<file path="config.mk">
export PLATFORM = sky130hd
export DESIGN_NAME = instr_fetch_flat
export DESIGN_NICKNAME = d
export VERILOG_FILES = /design/src/rtl/instr_fetch_if.sv /design/src/rtl/instr_fetch.sv /design/src/flat_wrapper.sv
export SDC_FILE = /design/constraint.sdc
export NUM_CORES = 1
export LEC_CHECK = 0
export CAP_MARGIN = 20
export CELL_PAD_IN_SITES_DETAIL_PLACEMENT = 1
export CELL_PAD_IN_SITES_GLOBAL_PLACEMENT = 1
export CORE_MARGIN = 3
export CORE_UTILIZATION = 39
export DETAILED_ROUTE_END_ITERATION = 6
export PLACE_DENSITY_LB_ADDON = 0.1
export SLEW_MARGIN = 10
export SYNTH_ARGS = -nofsm -noshare
export SYNTH_HDL_FRONTEND = slang
export SYNTH_SLANG_ARGS = --single-unit
</file>
<file path="constraint.sdc">
create_clock -name clk -period 13.2 [get_ports clk]
set_clock_uncertainty 0.2 [all_clocks]
set_input_delay 1.32 -clock clk [delete_from_list [all_inputs] [get_ports clk]]
set_output_delay 1.32 -clock clk [all_outputs]
set_load 0.1 [all_outputs]
</file>
<file path="src/rtl/instr_fetch_if.sv">
// Instruction-memory read port: request/ready handshake plus in-order read data.
// master = fetch unit, slave = memory.
interface instr_fetch_if #(
  parameter int ADDR_W = 32
);
  logic              req;
  logic [ADDR_W-1:0] addr;
  logic              ready;
  logic              rvalid;
  logic [31:0]       rdata;

  modport master (output req, addr, input ready, rvalid, rdata);
  modport slave  (input req, addr, output ready, rvalid, rdata);
endinterface

</file>
<file path="src/rtl/instr_fetch.sv">
// Instruction fetch front end: PC, single-outstanding memory reads, small instruction buffer.
// Define IFETCH_PREFETCH_BUF_EN for a 2-entry buffer; the default is a single holding register.
module instr_fetch #(
  parameter int                ADDR_W     = 32,
  parameter logic [ADDR_W-1:0] RESET_PC   = '0,
  parameter logic [6:0]        OPCODE_NOP = 7'h13
) (
  input  logic              clk,
  input  logic              rst_n,
  instr_fetch_if.master     imem,
  output logic [31:0]       instr_o,
  output logic              instr_valid_o,
  output logic [ADDR_W-1:0] pc_o,
  input  logic              stall_i,
  input  logic              redirect_i,
  input  logic [ADDR_W-1:0] redirect_pc_i
);

`ifdef IFETCH_PREFETCH_BUF_EN
  localparam int DEPTH = 2;
`else
  localparam int DEPTH = 1;
`endif
  localparam int PTR_W = (DEPTH > 1) ? $clog2(DEPTH) : 1;
  localparam int OCC_W = $clog2(DEPTH + 1);
  localparam logic [31:0] NOP = {25'd0, OPCODE_NOP};

  logic [ADDR_W-1:0] fetch_pc;
  logic [ADDR_W-1:0] req_pc;
  logic              started;
  logic              pending;
  logic              drop;
  logic [OCC_W-1:0]  occ;
  logic [PTR_W-1:0]  rd_ptr;
  logic [PTR_W-1:0]  wr_ptr;
  logic [31:0]       instr_mem [DEPTH];
  logic [ADDR_W-1:0] pc_mem    [DEPTH];

  logic              pop;
  logic              push;
  logic              resp;
  logic              accept;
  logic [OCC_W:0]    level;
  logic              unused_bits;

  function automatic logic [PTR_W-1:0] ptr_inc(input logic [PTR_W-1:0] p);
    return (p == PTR_W'(DEPTH - 1)) ? '0 : p + 1'b1;
  endfunction

  assign instr_valid_o = (occ != '0);
  assign instr_o       = instr_valid_o ? instr_mem[rd_ptr] : NOP;
  assign pc_o          = instr_valid_o ? pc_mem[rd_ptr] : '0;

  assign pop  = instr_valid_o & ~stall_i & ~redirect_i;
  assign resp = imem.rvalid & pending;
  assign push = resp & ~drop & ~redirect_i;

  // Projected fill after this cycle, counting a live in-flight read as already occupying a slot.
  assign level = {1'b0, occ} + {{OCC_W{1'b0}}, pending & ~drop} - {{OCC_W{1'b0}}, pop};

  assign imem.req  = started & ~redirect_i & (~pending | imem.rvalid) &
                     (level < (OCC_W + 1)'(DEPTH));
  assign imem.addr = fetch_pc;
  assign accept    = imem.req & imem.ready;

  assign unused_bits = ^redirect_pc_i[1:0];

  always_ff @(posedge clk or negedge rst_n) begin
    if (!rst_n) begin
      fetch_pc <= RESET_PC;
      req_pc   <= '0;
      started  <= 1'b0;
      pending  <= 1'b0;
      drop     <= 1'b0;
      occ      <= '0;
      rd_ptr   <= '0;
      wr_ptr   <= '0;
    end else begin
      started <= 1'b1;
      if (redirect_i) begin
        // A response landing this same cycle is simply discarded; otherwise mark it stale.
        fetch_pc <= {redirect_pc_i[ADDR_W-1:2], 2'b00};
        pending  <= pending & ~imem.rvalid;
        drop     <= pending & ~imem.rvalid;
        occ      <= '0;
        rd_ptr   <= '0;
        wr_ptr   <= '0;
      end else begin
        if (accept) begin
          fetch_pc <= fetch_pc + ADDR_W'(4);
          req_pc   <= fetch_pc;
          pending  <= 1'b1;
        end else if (resp) begin
          pending <= 1'b0;
        end
        if (resp && drop) begin
          drop <= 1'b0;
        end
        if (push) begin
          wr_ptr <= ptr_inc(wr_ptr);
        end
        if (pop) begin
          rd_ptr <= ptr_inc(rd_ptr);
        end
        occ <= occ + OCC_W'(push) - OCC_W'(pop);
      end
    end
  end

  always_ff @(posedge clk) begin
    if (push) begin
      instr_mem[wr_ptr] <= imem.rdata;
      pc_mem[wr_ptr]    <= req_pc;
    end
  end

endmodule

</file>
<file path="src/flat_wrapper.sv">
// flat-port wrapper written by rule: the top's interface ports become plain ports
module instr_fetch_flat 
#(
  parameter int                ADDR_W     = 32,
  parameter logic [ADDR_W-1:0] RESET_PC   = '0,
  parameter logic [6:0]        OPCODE_NOP = 7'h13
)
  (clk, rst_n, instr_o, instr_valid_o, pc_o, stall_i, redirect_i, redirect_pc_i, imem_req, imem_addr, imem_ready, imem_rvalid, imem_rdata);
  instr_fetch_if #(.ADDR_W(ADDR_W)) imem_i ();
  input  logic clk;
  input  logic rst_n;
  output logic [31:0] instr_o;
  output logic instr_valid_o;
  output logic [ADDR_W-1:0] pc_o;
  input  logic stall_i;
  input  logic redirect_i;
  input  logic [ADDR_W-1:0] redirect_pc_i;
  output wire logic [$bits(imem_i.req)-1:0] imem_req;
  output wire logic [$bits(imem_i.addr)-1:0] imem_addr;
  input wire logic [$bits(imem_i.ready)-1:0] imem_ready;
  input wire logic [$bits(imem_i.rvalid)-1:0] imem_rvalid;
  input wire logic [$bits(imem_i.rdata)-1:0] imem_rdata;
  assign imem_req = imem_i.req;
  assign imem_addr = imem_i.addr;
  assign imem_i.ready = imem_ready;
  assign imem_i.rvalid = imem_rvalid;
  assign imem_i.rdata = imem_rdata;
  instr_fetch #(.ADDR_W(ADDR_W), .RESET_PC(RESET_PC), .OPCODE_NOP(OPCODE_NOP)) u_core (.clk(clk), .rst_n(rst_n), .imem(imem_i), .instr_o(instr_o), .instr_valid_o(instr_valid_o), .pc_o(pc_o), .stall_i(stall_i), .redirect_i(redirect_i), .redirect_pc_i(redirect_pc_i));
endmodule
</file>
==> results.cfg, run 1 <==
[logic_synthesis]
synthFlopType = dfrtp_1
yosys.cell_types.count = 48
ys_seq_area_share_pct = 63.1
syn_area_per_cell_um2 = 11.2
synthesis.area_um2 = 5490
synth_edf_count = 62
synth_warnings = 0
synth-seq-cells = 126
syn_inst = 491
async_flop_share_pct = 50.8

[global_routing]
antenna_found_initial = 0
met2_usage_pct = 35.4
overflow = 0
busiest_layer = met2
use_met3_pct = 4.55
grt_usage_pct = 20.1
grt_pass1_wl_um = 25100
grt_max_degree = 65
gr-usage-met1_pct = 24.6
first_global_vias = 4741

[die]
die_h_um = 125
rows = 42
fp.dieArea_um2 = 15500
coreArea_um2 = 13500
initial_core_util_pct = 40.7
die_w_um = 125
io_pins = 168

[critical_path]
start_kind = primary input
critPathRequiredTime_ns = 11.68
timing.critical_path.max_delay_family = buffers and inverters
cp_slowest_cell = clkdlybuf4s50_1
crit_type = primary input to output pin
cp.buffers_inverters = 3
crit_chain = buf_2 -> nor3_1 -> ha_1 -> inv_1 -> ha_1 -> nor3b_1 -> and3_2 -> clkdlybuf4s50_1
cpPeakStageDelay_ns = 1.16
end_kind = output pin
critPathMaxFanout = 46
crit_top_cell = ha_1
crit_arrival_ns = 4.52

[flow_run]
cap_violations = 0

[clock_tree]
cts_buffers = 17
post_cts_buffers = 0
cts_tree = done
clk_pin_slew_ns = 0.05
htreeDepth = 4
cts.sinks = 126
ctsResizeCount = 0
clk_latency_ns = 0.40
cts_root_buf = clkbuf_16
cts_hold_buf = 0
cts_buffer_depth = 2

[route]
wl_per_cell_um = 18.2
drt_iter0_drc = 294
drtAntennaViolNets = 0
via_per_inst = 5.19
drc_errors = 0
routed-via-count = 4346
firstDrtPassIters = 5
wl_um = 15300

[timing]
setup_tns_ns = 0
slew_violations = 0
rsz0062_at_grt = false
hold_viol = 0
relSlewSlack_pct = 31.7
max_freq_mhz = 166
min_period_ns = 6.04
setup_viol = 0
fin_crit_sh_pct = 45.7
worst_slew_pin_slew_ns = 1.02

[placed_design]
hpwl_um = 10200
finalWeightedCongestion = 0.787
dp_cells = 806
portBuffers = 161

[pwr]
p_leak_nw = 3.06
ir_drop_uv = 99.0
powerDensity_nw_per_um2 = 150

[final_layout]
final_cells = 837
nets = 722
num_antenna_cells = 0
fillCellCount = 1453
syn_to_final_growth_pct = 41.1
drive_above_1_share_pct = 7.11

[worst_hold_path]
hold_class = register to register

[outcome]
outcome = completed
==> cell type report <==
cell class              count  area, um^2  share of cell area, %
clock buffers              23         478                   6.17
clock inverters             8        66.3                  0.856
inverters                   6        22.5                  0.291
multi-input cells         333        1860                   24.1
flip-flops and latches    126        3460                   44.7
well taps                 176         220                   2.84
repair buffers            165        1630                   21.1
==> worst paths after layout <==
kind / start / to / slack, ns / cells after the start
setup / recovery: redirect_i / imem_req / 7.16 / 8
hold / removal: u_core.req_pc[15] / u_core.pc_mem[0][15] / 0.24 / 0
setup reg to reg: u_core.instr_valid_o / u_core.imem.addr[6] / 8.63 / 10
hold reg to reg: u_core.req_pc[15] / u_core.pc_mem[0][15] / 0.24 / 0
max in group asynchronous: rst_n / u_core.instr_valid_o / 11.29 / 2
min in group asynchronous: rst_n / u_core.req_pc[14] / 0.89 / 2
==> per-stage QoR <==
step | hold WS (ns) | utilization [%] | instance area [um^2] | total power (W) | setup slack [ns]
finish | 0.244 | 57.4 | 7750 | 0.00116 | 7.16
global route | 0.251 | 57.4 | 7750 | 0.00121 | 6.87
CTS | 0.247 | 57.4 | 7750 | 0.00117 | 7.12
detailed placement | 0.234 | 53.3 | 7200 | 0.000740 | 7.13
global placement | 0.232 | 53.3 | 7200 | 0.000731 | 7.17
floorplan | 0.225 | - | 5500 | 0.000662 | 6.66
==> logic make-up after synthesis <==
group                      share of synthesized area [%]
adders and majority gates                          0.684
DFF                                                 63.1
buffers and inverters                               3.30
AOI/OAI and AO/OA                                   6.91
xor gates and xnor gates                            1.28
other                                              0.137
muxes                                              0.182
and+or+nand+nor                                     24.4
==> placed cells by master (no fill, tap or decap), drive strengths merged, types with 8 or more instances in the layout <==
cell	n
dfrtp	64
clkbuf	23
and2	63
clkdlybuf4s50	159
o211ai	11
nand3	20
edfxtp	62
a21oi	8
nor2	12
nand4	12
nand2	124
o21ai	19
==> synth_stat cells (all sizes together) (3+ instances only) <==
| master | n | area share (%) |
|---|---|---|
| nor3b | 3 | 0.50 |
| edfxtp | 62 | 34 |
| buf | 12 | 1.5 |
| nand4 | 12 | 1.8 |
| inv | 5 | 0.34 |
| and3 | 4 | 0.50 |
| a21oi | 8 | 0.73 |
| xor2 | 6 | 0.96 |
| ha | 3 | 0.68 |
| o211ai | 11 | 1.5 |
| clkbuf | 17 | 1.3 |
| o21ai | 19 | 1.7 |
| and4 | 3 | 0.48 |
| or4 | 5 | 0.68 |
| dfrtp | 64 | 29 |
| nor3 | 6 | 0.55 |
| nand2b | 3 | 0.34 |
| nor2 | 12 | 0.82 |
| o311ai | 7 | 1.1 |
| nand3 | 20 | 2.1 |
| and2 | 63 | 7.2 |
| nand2 | 124 | 8.5 |
==> per-layer routing <==
metal | vias to the layer above | wire length [um] | share of wire [%]
li1 | 2020 | - | -
met3 | 16 | 598 | 3.9
met1 | 2178 | 6660 | 44
met5 | - | 0 | 0
met2 | 132 | 7830 | 51
met4 | 0 | 180 | 1.2
==> where the power goes <==
group | internal (W) | total, W | leakage [nW] | switching (W)
combinational | 0.0000652 | 0.000237 | 1.43 | 0.000172
sequential | 0.000461 | 0.000496 | 1.36 | 0.0000352
clock | 0.000270 | 0.000430 | 0.270 | 0.000160
total | 0.000797 | 0.00116 | 3.06 | 0.000367
==> registers in the layout, summed over array words and instances (netlist names) <==
name,flops
u_core.instr_valid_o,1
u_core.instr_mem,32
u_core.started,1
u_core.imem.addr,30
u_core.pc_mem,30
u_core.pending,1
u_core.drop,1
u_core.req_pc,30
(Power assumes the default switching activity.)
==> run 2: changes to the inputs <==
--- a/config.mk
+++ b/config.mk
@@ -9,7 +9,7 @@
 export CELL_PAD_IN_SITES_DETAIL_PLACEMENT = 1
 export CELL_PAD_IN_SITES_GLOBAL_PLACEMENT = 1
 export CORE_MARGIN = 3
-export CORE_UTILIZATION = 39
+export CORE_UTILIZATION = 33
 export DETAILED_ROUTE_END_ITERATION = 6
 export PLACE_DENSITY_LB_ADDON = 0.1
 export SLEW_MARGIN = 10
==> constraint.sdc (replaced) <==
create_clock -name clk -period 5.5 [get_ports clk]
set_clock_uncertainty 0.2 [all_clocks]
set_input_delay 0.55 -clock clk [delete_from_list [all_inputs] [get_ports clk]]
set_output_delay 0.55 -clock clk [all_outputs]
set_load 0.1 [all_outputs]
==> run 2 against run 1 <==
Net effect:
- global-route usage fell by 2.9 points
- hold slack better by 0.0022 ns
- critical path depth is the same
- clock-buffer cell count is 4 lower
- via count decreased by 1.3%
- routed wire length about the same
- critical path type is now register to output pin
- critical endpoint unchanged
==> results.cfg, run 2 (synthesized netlist as in run 1, its figures left out) <==
[pwr]
pwr-share-seq_pct = 40.3
p_int_w = 0.00204
ir_drop_uv = 209
p_switching_w = 0.000912
fin_total_pwr_w = 0.00295
p_leak_nw = 3.09
switching_share_pct = 30.9
powerDensity_nw_per_um2 = 373
pwr-share-comb_pct = 19.2
pwr-share-clk_pct = 40.5

[final_layout]
top_register = u_core.instr_mem
seq_area_um2 = 3460
largest_register_ffs = 32
final_util_pct = 49.3
final_common_cell = clkdlybuf4s50_1
multi_input_area_um2 = 1870
nets = 725
syn_to_final_growth_pct = 44.1
drive_above_1_share_pct = 8.12
mostFrequentLayoutCells = clkdlybuf4s50_1, nand2_1, and2_1, dfrtp_1, edfxtp_1
num_antenna_cells = 0
fillCellCount = 1660

[die]
io_pins = 168
rows = 46
die_w_um = 135
initial_core_util_pct = 34.2
fp.dieArea_um2 = 18200
coreArea_um2 = 16100
die_h_um = 135

[critical_path]
crit_arrival_ns = 3.23
critPathRequiredTime_ns = 4.75
end_kind = output pin
start_kind = register
cp_slowest_cell = dfrtp_2
cpPeakStageDelay_ns = 0.89
crit_chain = inv_1 -> nor3_1 -> ha_1 -> inv_1 -> ha_1 -> nor3b_1 -> and3_2 -> buf_4
crit_type = register to output pin
critPathMaxFanout = 64

[route]
drtAntennaViolNets = 0
drt_iter0_drc = 205
firstDrtPassIters = 4
wl_met3_um = 731
wl_met1_um = 6860
drc_errors = 0
via_per_inst = 4.87
routed-via-count = 4291
top_layer_used = met4
wl_um = 15300
wl_per_cell_um = 17.3
wl_met2_um = 7430

[outcome]
outcome = completed

[timing]
min_period_ns = 3.98
fin_crit_sh_pct = 72.3
max_freq_mhz = 251
rsz0062_at_grt = false
setup_viol = 0
setup_tns_ns = 0
slew_violations = 0
hold_viol = 0
worst_slew_pin_slew_ns = 1.01
relSlewSlack_pct = 32.7

[global_routing]
grt_usage_pct = 17.2
antenna_found_initial = 0
grt_pass1_wl_um = 24500
grt_max_degree = 65
overflow = 0
first_global_vias = 4640

[clock_tree]
cts_tree = done
post_cts_buffers = 0
cts_root_buf = clkbuf_16
cts_buffer_depth = 2
cts_hold_buf = 1
cts_buffers = 17
htreeDepth = 4
cts.sinks = 126
clk_latency_ns = 0.41
ctsResizeCount = 0
clk_pin_slew_ns = 0.06

[flow_run]
cap_violations = 0

[placed_design]
finalWeightedCongestion = 0.738
portBuffers = 161
hpwl_um = 10500

[worst_hold_path]
hold_class = register to register
run 2: cell types whose count changed in the layout (fill, tap and decap cells not counted), moves of 2 or more:
cell        before  now
clkinv_4         0    2
clkbuf_1         3    1
clkinvlp_4       1    5
buf_4            4    7
bufinv_16        1    4
clkinv_2         5    1
clkbuf_8         3    1
run 2: power groups by stage:
| stage | sequential [W] | clock, W | combinational [W] |
|---|---|---|---|
| 2_1_floorplan | 0.00135 | 0 | 0.000241 |
| 3_3_place_gp | 0.00120 | 0 | 0.000561 |
| 3_5_place_dp | 0.00121 | 0 | 0.000570 |
| 4_1_cts | 0.00119 | 0.00122 | 0.000574 |
| 5_1_grt | 0.00120 | 0.00126 | 0.000604 |
| 6_report | 0.00119 | 0.00119 | 0.000567 |
run 2: final timing paths:
path / start / endpoint / slack (ns) / depth (start not counted)
max: u_core.instr_valid_o / imem_req / 1.52 / 8
max reg2reg: u_core.instr_valid_o / u_core.imem.addr[23] / 1.72 / 11
max in group asynchronous: rst_n / u_core.instr_valid_o / 3.61 / 3
min reg2reg: u_core.req_pc[15] / u_core.pc_mem[0][15] / 0.25 / 0
min: u_core.req_pc[15] / u_core.pc_mem[0][15] / 0.25 / 0
min in group asynchronous: rst_n / u_core.req_pc[14] / 0.49 / 2
run 2: area by class of cell:
class | instances | share of cell area, %
sequential | 126 | 43.8
multi-input combinational | 333 | 23.6
timing repair buffer | 168 | 20.9
clock buffer | 19 | 5.60
tap | 216 | 3.42
clock inverter | 13 | 2.39
inverter | 6 | 0.285
run 2: critical path: cells and delay by family (launching register included):
family                   cells  cell delay, ns
buffers and inverters        3            0.53
AND/OR/NAND/NOR              3            0.88
adder cells (fa/ha/maj)      2            0.49
flip-flops                   1            0.89
run 2: per-stage QoR:
step / hold WS, ns / std cells / area [um^2] / setup slack [ns]
global placement: 0.232 / 848 / 7270 / 1.80
CTS: 0.248 / 881 / 7910 / 1.45
global route: 0.262 / 881 / 7910 / 1.22
floorplan: 0.0544 / 494 / 5510 / 1.48
finish: 0.246 / 881 / 7910 / 1.52
detailed placement: 0.234 / 848 / 7270 / 1.68
run 2: routing by layer:
metal | vias up | track usage (%)
met4 | 0 | 6.16
met3 | 18 | 3.87
met2 | 127 | 29.2
met5 | - | 0
met1 | 2123 | 21.7
li1 | 2023 | -
==> run 3: changes to the inputs <==
--- a/config.mk
+++ b/config.mk
@@ -9,7 +9,7 @@
 export CELL_PAD_IN_SITES_DETAIL_PLACEMENT = 1
 export CELL_PAD_IN_SITES_GLOBAL_PLACEMENT = 1
 export CORE_MARGIN = 3
-export CORE_UTILIZATION = 33
+export CORE_UTILIZATION = 36
 export DETAILED_ROUTE_END_ITERATION = 6
 export PLACE_DENSITY_LB_ADDON = 0.1
 export SLEW_MARGIN = 10
==> constraint.sdc (replaced) <==
create_clock -name clk -period 4.05 [get_ports clk]
set_clock_uncertainty 0.2 [all_clocks]
set_input_delay 0.405 -clock clk [delete_from_list [all_inputs] [get_ports clk]]
set_output_delay 0.405 -clock clk [all_outputs]
set_load 0.1 [all_outputs]
==> run 3 against run 2 <==
Net effect:
- die area fell by 8.0%
- the flow now finishes with violations (negative hold slack)
- combinational power rose by 37%
- global-route usage is 1.3 points higher
- critical endpoint is now u_core.imem.addr[8]
- sequential share of layout area up 1.0 points
- non-clock buffer count is 2 higher
- worst setup slack got worse by 0.53 ns
- clock-buffer cell count up 1
- first-iteration DRC count fell by 15%
- total power rose by 34%
- sequential power up 35%
- clock power increased by 32%
==> results.cfg, run 3 (synthesized netlist as in run 1, its figures left out) <==
[placed_design]
place_area_um2 = 7120
place_ws_ns = 0.563
hpwl_um = 10300
portBuffers = 161
finalWeightedCongestion = 0.776

[clock_tree]
cts_hold_buf = 0
clk_pin_slew_ns = 0.06
cts_tree = done
cts_buffers = 17
ctsResizeCount = 0
cts_buffer_depth = 2
cts_root_buf = clkbuf_16
htreeDepth = 4
cts.sinks = 126
post_cts_buffers = 0
clk_latency_ns = 0.41

[final_layout]
syn_to_final_growth_pct = 40.9
top_register = u_core.instr_mem
fin_area_um2 = 7740
largest_register_ffs = 32
mostFrequentLayoutCells = nand2_1, clkdlybuf4s50_1, buf_4
num_antenna_cells = 0
final_common_cell = nand2_1
drive_above_1_share_pct = 17.7
nets = 727

[route]
via_per_inst = 4.99
wl_um = 15100
drt_iter0_drc = 175
drc_errors = 0
wl_per_cell_um = 17.7
firstDrtPassIters = 4
drtAntennaViolNets = 0
routed-via-count = 4249

[timing]
fin_crit_sh_pct = 75.5
worst_slew_pin_slew_ns = 1.02
max_freq_mhz = 327
min_period_ns = 3.06
whs_ns = -0.0436
slew_violations = 0
rsz0062_at_grt = false
relSlewSlack_pct = 31.9
setup_viol = 0
fin_ws_ns = 0.990
hold_viol = 15
setup_tns_ns = 0

[pwr]
fin_total_pwr_w = 0.00396
powerDensity_nw_per_um2 = 512
p_leak_nw = 3.23
ir_drop_uv = 315

[global_routing]
grt_max_degree = 65
first_global_vias = 4462
grt_pass1_wl_um = 23800
grt_usage_pct = 18.5
antenna_found_initial = 0
overflow = 0

[die]
die_h_um = 129
io_pins = 168
fp.dieArea_um2 = 16800
die_w_um = 129
initial_core_util_pct = 37.4
rows = 44
coreArea_um2 = 14700

[critical_path]
crit_type = register to register
crit_chain = inv_1 -> nor3_1 -> ha_1 -> inv_1 -> ha_1 -> nor3b_1 -> nand4_2 -> buf_4 -> nor3_1 -> a21oi_1 -> nand2_1
start_kind = register
end_kind = register
crit_arrival_ns = 3.20
critPathMaxFanout = 20
critPathRequiredTime_ns = 4.19
cpPeakStageDelay_ns = 0.45
cp_slowest_cell = nand4_2

[flow_run]
cap_violations = 0

[worst_hold_path]
hold_class = primary input to asynchronous set/reset pin

[outcome]
outcome = finished, violations left
violations = negative hold slack
-- run 3: path summary, 6_finish.rpt --
path                                       from              endpoint  slack [ns]  cells after the start
min reg2reg                   u_core.req_pc[16]  u_core.pc_mem[0][16]        0.25                      0
max                        u_core.instr_valid_o   u_core.imem.addr[8]        0.99                     11
max in group asynchronous                 rst_n  u_core.instr_valid_o        3.05                      2
max reg2reg                u_core.instr_valid_o   u_core.imem.addr[8]        0.99                     11
min in group clk              u_core.req_pc[16]  u_core.pc_mem[0][16]        0.25                      0
min                                       rst_n     u_core.req_pc[15]       -0.04                      2
-- run 3: final cells by class --
type                    count  area (um^2)
well taps                 184          230
clock inverters            12          131
flip-flops and latches    126         3460
inverters                   6         22.5
clock buffers              20          489
multi-input cells         333         1870
fillers                  1591         6960
repair buffers            170         1530
-- run 3: through the flow --
step	hold slack [ns]	cells	utilization [%]
floorplan	-0.0906	494	-
global placement	0.230	819	48.4
detailed placement	0.235	819	48.4
CTS	0.00807	851	52.6
global route	0.0330	851	52.6
finish	-0.0436	851	52.6
-- run 3: critical path: cells and delay by family (launching register included) --
kind	cells	cell delay, ns
adder cells (fa/ha/maj)	2	0.49
buffers and inverters	3	0.52
AO/OA/AOI/OAI	1	0.10
flip-flops	1	0.35
AND/OR/NAND/NOR	5	1.31
-- run 3: metal layers --
metal  vias to the layer above  part of all wire, %  global-route usage (%)
li1                       2029                    -                       -
met1                      2071                   44                    23.5
met2                       128                   49                    30.4
met3                        21                  5.9                    5.36
met4                         0                  1.6                    6.30
met5                         -                    0                       0
-- run 3: report_power, final --
group          switching (W)  internal [W]
combinational       0.000564      0.000213
sequential          0.000110       0.00150
clock               0.000576      0.000996
total                0.00125       0.00271
